--- src/rtl/clock_gate_pkg.sv ---
// Shared types for the gated-clock request chain: leaf FSM states and upstream status.
// Latency: none (types and constants only).
// Backpressure: not applicable.
package clock_gate_pkg;

    // Leaf requester FSM encoding, also exported on the debug state port
    typedef enum logic [2:0] {
        LEAF_OFF  = 3'd0,
        LEAF_WAKE = 3'd1,
        LEAF_ON   = 3'd2,
        LEAF_IDLE = 3'd3,
        LEAF_STOP = 3'd4,
        LEAF_HOLD = 3'd5
    } leaf_state_e;

    // Status reported by the upstream gate stage
    typedef struct packed {
        logic ready;
        logic silent;
        logic starting;
        logic stopping;
    } parent_status_t;

    localparam int WAKE_CNT_W = 16;

    // States in which the upstream request is held high
    function automatic logic state_requests(input leaf_state_e s);
        return (s == LEAF_WAKE) || (s == LEAF_ON) || (s == LEAF_IDLE);
    endfunction

endpackage

--- src/rtl/clock_idle_timer.sv ---
// Shared down-counter for idle release and stop hold-off, with a registered expiry flag.
// Latency: expiry flag rises one decrement after the count has reached zero.
// Backpressure: none; load has priority over decrement.
module clock_idle_timer #(
    parameter int W = 5
) (
    input  logic         clock,
    input  logic         async_resetn,
    input  logic         load_i,
    input  logic [W-1:0] load_val_i,
    input  logic         dec_i,
    output logic         zero_o
);

    logic [W-1:0] cnt_q, cnt_d;
    logic         zero_q, zero_d;

    // Load restarts the period; a decrement requested at zero marks the period as spent,
    // so the terminal count of zero still occupies a full cycle.
    always_comb begin
        cnt_d  = cnt_q;
        zero_d = zero_q;
        if (load_i) begin
            cnt_d  = load_val_i;
            zero_d = 1'b0;
        end else if (dec_i) begin
            zero_d = (cnt_q == '0);
            if (cnt_q != '0) begin
                cnt_d = cnt_q - W'(1);
            end
        end
    end

    // Counter and expiry flag registers
    always_ff @(posedge clock or negedge async_resetn) begin
        if (!async_resetn) begin
            cnt_q  <= '0;
            zero_q <= 1'b0;
        end else begin
            cnt_q  <= cnt_d;
            zero_q <= zero_d;
        end
    end

    assign zero_o = zero_q;

endmodule

--- src/rtl/clock_leaf_requester.sv ---
// Leaf-side gated-clock requester: wakes on local work, releases after an idle period, holds off after stop.
// Latency: parent_request one cycle after work is sampled in OFF; work_grant combinational on state and parent_ready.
// Backpressure: waits for parent_silent before re-requesting; ignores local work during the hold-off.
module clock_leaf_requester
    import clock_gate_pkg::*;
#(
    parameter int IDLE_CYCLES    = 16,
    parameter int HOLDOFF_CYCLES = 4
) (
    input  logic                  clock,
    input  logic                  async_resetn,
    input  logic                  work_request,
    output logic                  work_grant,
    output logic                  parent_request,
    input  logic                  parent_ready,
    input  logic                  parent_silent,
    input  logic                  parent_starting,
    input  logic                  parent_stopping,
    output logic [2:0]            state_o,
    output logic [WAKE_CNT_W-1:0] wake_count
);

    localparam int MAX_CYC = (IDLE_CYCLES > HOLDOFF_CYCLES) ? IDLE_CYCLES : HOLDOFF_CYCLES;
    localparam int CNT_W   = $clog2(MAX_CYC + 1);
    localparam logic [CNT_W-1:0] IDLE_LOAD = CNT_W'(IDLE_CYCLES - 1);
    localparam logic [CNT_W-1:0] HOLD_LOAD = CNT_W'(HOLDOFF_CYCLES - 1);

    parent_status_t par;
    leaf_state_e    state_q, state_d;
    logic           req_q, req_d;
    logic [WAKE_CNT_W-1:0] wake_cnt_q, wake_cnt_d;
    logic           tmr_load, tmr_dec, tmr_zero;
    logic [CNT_W-1:0] tmr_load_val;

    assign par = {parent_ready, parent_silent, parent_starting, parent_stopping};

    clock_idle_timer #(.W(CNT_W)) u_timer (
        .clock        (clock),
        .async_resetn (async_resetn),
        .load_i       (tmr_load),
        .load_val_i   (tmr_load_val),
        .dec_i        (tmr_dec),
        .zero_o       (tmr_zero)
    );

    // State and registered request; reset drops request immediately
    always_ff @(posedge clock or negedge async_resetn) begin
        if (!async_resetn) begin
            state_q <= LEAF_OFF;
            req_q   <= 1'b0;
        end else begin
            state_q <= state_d;
            req_q   <= req_d;
        end
    end

    // Next state plus timer load/decrement on the transitions that own the shared counter
    always_comb begin
        state_d      = state_q;
        tmr_load     = 1'b0;
        tmr_load_val = '0;
        tmr_dec      = 1'b0;
        case (state_q)
            LEAF_OFF: begin
                // Only wake once the upstream is fully quiet, never mid start/stop
                if (work_request && par.silent && !par.starting && !par.stopping) begin
                    state_d = LEAF_WAKE;
                end
            end
            LEAF_WAKE: begin
                if (par.ready) begin
                    state_d = LEAF_ON;
                end
            end
            LEAF_ON: begin
                if (!par.ready) begin
                    state_d = LEAF_WAKE;
                end else if (!work_request) begin
                    state_d      = LEAF_IDLE;
                    tmr_load     = 1'b1;
                    tmr_load_val = IDLE_LOAD;
                end
            end
            LEAF_IDLE: begin
                // Lost clock beats everything; returning work beats expiry
                if (!par.ready) begin
                    state_d = LEAF_WAKE;
                end else if (work_request) begin
                    state_d = LEAF_ON;
                end else if (tmr_zero) begin
                    state_d = LEAF_STOP;
                end else begin
                    tmr_dec = 1'b1;
                end
            end
            LEAF_STOP: begin
                if (par.silent) begin
                    state_d      = LEAF_HOLD;
                    tmr_load     = 1'b1;
                    tmr_load_val = HOLD_LOAD;
                end
            end
            LEAF_HOLD: begin
                // Pending work waits in OFF so the upstream never sees chatter
                if (tmr_zero) begin
                    state_d = LEAF_OFF;
                end else begin
                    tmr_dec = 1'b1;
                end
            end
            default: state_d = LEAF_OFF;
        endcase
    end

    // Outputs: registered request follows next state, grant only while running and upstream ready
    always_comb begin
        req_d      = state_requests(state_d);
        work_grant = ((state_q == LEAF_ON) || (state_q == LEAF_IDLE)) && par.ready;
        wake_cnt_d = wake_cnt_q;
        if ((state_q == LEAF_OFF) && (state_d == LEAF_WAKE) && (wake_cnt_q != '1)) begin
            wake_cnt_d = wake_cnt_q + WAKE_CNT_W'(1);
        end
    end

    // Saturating wake counter
    always_ff @(posedge clock or negedge async_resetn) begin
        if (!async_resetn) begin
            wake_cnt_q <= '0;
        end else begin
            wake_cnt_q <= wake_cnt_d;
        end
    end

    assign parent_request = req_q;
    assign state_o        = state_q;
    assign wake_count     = wake_cnt_q;

endmodule

--- config.mk ---
export PLATFORM = sky130hd
export DESIGN_NAME = clock_leaf_requester
export DESIGN_NICKNAME = d
export VERILOG_FILES = /design/src/rtl/clock_gate_pkg.sv /design/src/rtl/clock_idle_timer.sv /design/src/rtl/clock_leaf_requester.sv
export SDC_FILE = /design/constraint.sdc
export NUM_CORES = 1
export LEC_CHECK = 0
export CORE_ASPECT_RATIO = 1.5
export CORE_UTILIZATION = 55
export DETAILED_ROUTE_END_ITERATION = 16
export DONT_BUFFER_PORTS = 1
export PLACE_DENSITY = 0.7
export SYNTH_ARGS = -nofsm -noshare
export SYNTH_HDL_FRONTEND = slang
export SYNTH_SLANG_ARGS = --single-unit
--- constraint.sdc ---
create_clock -name clock -period 2.2 [get_ports clock]
set_clock_uncertainty 0.05 [all_clocks]
set_input_delay 0.44 -clock clock [delete_from_list [all_inputs] [get_ports clock]]
set_output_delay 0.44 -clock clock [all_outputs]
set_load 0.05 [all_outputs]
==> flow_metrics.py <==
metrics = {
    "outcome": {
        "status": "completed",
    },
    "synth": {
        "synthCells": 138,
        "synth_cell_types": 39,
        "synthXorXnorAreaFrac_pct": 8.10,
        "ys_seq_area_share_pct": 46.3,
        "ys.flop_type": "dfrtp_1",
        "ys_async_sr_fraction_pct": 100,
        "yosys.area.top_type": "dfrtp_1",
        "synth-simple-area-share_pct": 26.8,
        "yosys_register_bits": 26,
        "synth-compound-area-share_pct": 12.3,
        "netlist.area_leader.share_pct": 46.3,
        "synth_area_um2": 1410,
        "synth_top_family_by_area": "simple AND/OR/NAND/NOR gates",
        "yosys_warnings": 0,
        "synth_edf_count": 0,
        "synthesis.nets": 148,
        "synth_fa_ha_area_share_pct": 2.67,
        "synthTopCellsByArea": "dfrtp_1 (46%), xor2_1 (4.4%), nand3_1 (3.9%)",
        "muxShareOfSynthArea_pct": 0.712,
        "avgSynthCellArea_um2": 10.2,
    },
    "sta": {
        "relSlewSlack_pct": 56.7,
        "fmax_ghz": 0.507,
        "hold_viol": 0,
        "drv_slew": 0,
        "setup_viol": 0,
        "fin_crit_sh_pct": 89.7,
        "fin_ws_ps": 227,
        "tightestPinTransition_ps": 649,
        "grt_setup_unrepaired": "false",
        "setup_total_negative_slack_ps": 0,
        "fin_crit_ps": 1970,
    },
    "floorplanning": {
        "core_um2": 2420,
        "die_w_um": 43.3,
        "die_area_um2": 2770,
        "num_io_pins": 28,
        "fp.dieH_um": 63.9,
        "initial_core_util_pct": 58.1,
        "placement_rows": 22,
    },
    "worst_setup_path": {
        "critPathLaunch": "state_o[0]",
        "critPathMaxFanout": 9,
        "endpoint_kind": "flip-flop",
        "start_kind": "flip-flop",
        "cp-endpoint": "wake_count[15]",
        "ff2ff_setup_slack_ps": 230,
        "crit_type": "flip-flop to flip-flop",
        "ff2ff_path_depth": 5,
        "required_ps": 2400,
        "rr_endpoint": "wake_count[15]",
        "reg2reg_from": "state_o[0]",
        "cp_data_arrival_time_ps": 2170,
    },
    "detailed_routing": {
        "wire_per_inst_um": 15.6,
        "firstDrtPassIters": 4,
        "drcViolationCount": 0,
        "antenna_left": 0,
        "vias_per_cell": 5.97,
        "num_vias": 1111,
        "drt_iter0_markers": 18,
        "wl_mm": 2.91,
    },
    "grt": {
        "antenna_found_initial": 0,
        "track_usage_pct": 23.2,
        "grt_pass1_vias": 1214,
        "grt_overflow": 0,
        "grt_max_degree": 27,
        "grt_pass1_wl_mm": 4.89,
    },
    "flow_run": {
        "maxCapViolations": 0,
    },
    "cts": {
        "cts_resized": 0,
        "cts_tree": "yes",
        "max-clock-path-buffers": 2,
        "holdBufCountCts": 2,
        "clk_latency_ps": 330,
        "numCtsBuffers": 3,
        "cts_setup_buffers": 0,
        "cts_sinks": 26,
        "path_clk_slew_ps": 140,
        "cts-root-buf": "clkbuf_4",
        "h-tree-depth": 1,
    },
    "power_and_ir_drop": {
        "vdd_drop_max_mv": 0.768,
        "power-per-cell-area_nw_per_um2": 959,
        "p_leak_nw": 0.795,
        "p_total_mw": 1.59,
    },
    "placed_design": {
        "placed_cells_incl_taps": 180,
        "port_buffers": 0,
        "dp_hpwl_mm": 2.25,
        "gp_congestion": 0.820,
        "pre_cts_slack_ps": 253,
    },
    "final_layout": {
        "area_growth_pct": 17.6,
        "diodes": 0,
        "final_layout_size_suffix_gt1_share_pct": 22.8,
        "nets": 173,
        "fin_cells": 186,
    },
    "worst_hold_path": {
        "hold_path_class": "input pin to flip-flop",
    },
}
[synth_stat cells (all sizes together) (2+ instances only)]
| cell | number |
|---|---|
| xnor2 | 6 |
| nand3b | 2 |
| o22ai | 2 |
| ha | 3 |
| a21oi | 11 |
| dfrtp | 26 |
| nand2 | 11 |
| o31a | 3 |
| nor3 | 7 |
| nor2 | 10 |
| o21ai | 2 |
| nand4 | 3 |
| a31oi | 2 |
| xor2 | 7 |
| nor4 | 2 |
| and3 | 2 |
| nand3 | 11 |
| inv | 8 |
| nand2b | 3 |
[critical path, cell delays in order, from the launching register on]
cell and delay (ps):
dfrtp_1 470, or3b_1 410, and4bb_4 340, o31ai_4 160, nor4_4 270, xor2_1 200
[cell families (layout without fill, tap and decap cells)]
kind of cell    Yosys count  in the layout
compound gates           24             24
simple gates             61             61
buf+inv                  10             34
flops                    26             26
fa+ha+maj                 3              3
mux                       1              1
xor+xnor                 13             13
[how the worst min path moves through the flow]
stage / cells past startpoint / to / startpoint / slack, ps
6_report: 2 / state_o[1] / parent_ready / 290
5_1_grt: 2 / state_o[1] / parent_ready / 290
4_1_cts: 2 / state_o[1] / parent_ready / 270
3_5_place_dp: 0 / u_timer.cnt_q[4] / async_resetn / 90
3_3_place_gp: 0 / state_o[1] / async_resetn / 100
2_1_floorplan: 0 / parent_request / async_resetn / 90
[metal layers]
metal  up-vias  routed length, um  GRT usage (%)  share of wire [%]
li1        535                  -              -                  -
met1       551               1100           23.4                 38
met2        20               1670           44.6                 57
met3         5                 93           4.24                3.2
met4         0                 43           8.71                1.5
met5         -                  0              0                  0
[sequential cells by signal (all words and copies together), names as in the netlist]
register,count
parent_request,1
u_timer.cnt_q,5
u_timer.zero_o,1
state_o,3
wake_count,16
[cell usage in the layout (no fill, tap or decap), drive strengths merged, types with 3 or more instances in the layout]
cell	Yosys	layout
clkbuf	1	3
nor3	7	7
nand4	3	3
a21oi	11	11
o31a	3	3
nand2	11	11
inv	8	8
buf	1	21
nand3	11	11
xnor2	6	6
xor2	7	7
ha	3	3
dfrtp	26	26
nand2b	3	3
nor2	10	10
[area by class of cell]
cell class / instances / area, um^2
clock inverter: 1 / 30.0
inverter: 8 / 30.0
sequential: 26 / 651
multi-input combinational: 102 / 711
timing repair buffer: 22 / 180
tap: 24 / 30.0
clock buffer: 3 / 22.5
fill: 208 / 768
[stage by stage]
stage,utilization (%),cell area (um^2),hold WS (ps)
3_5_place_dp,64.9,1570,95.0
6_report,68.3,1650,287
5_1_grt,68.3,1650,292
3_3_place_gp,64.9,1570,95.2
2_1_floorplan,-,1410,94.4
4_1_cts,68.3,1650,274
[where the power goes]
| group | internal, mW | switching [mW] | leakage, nW | total (mW) |
|---|---|---|---|---|
| Combinational | 0.200 | 0.385 | 0.430 | 0.584 |
| Sequential | 0.566 | 0.109 | 0.336 | 0.676 |
| Clock | 0.184 | 0.141 | 0.0279 | 0.325 |
Power figures use the tool's default switching activity.
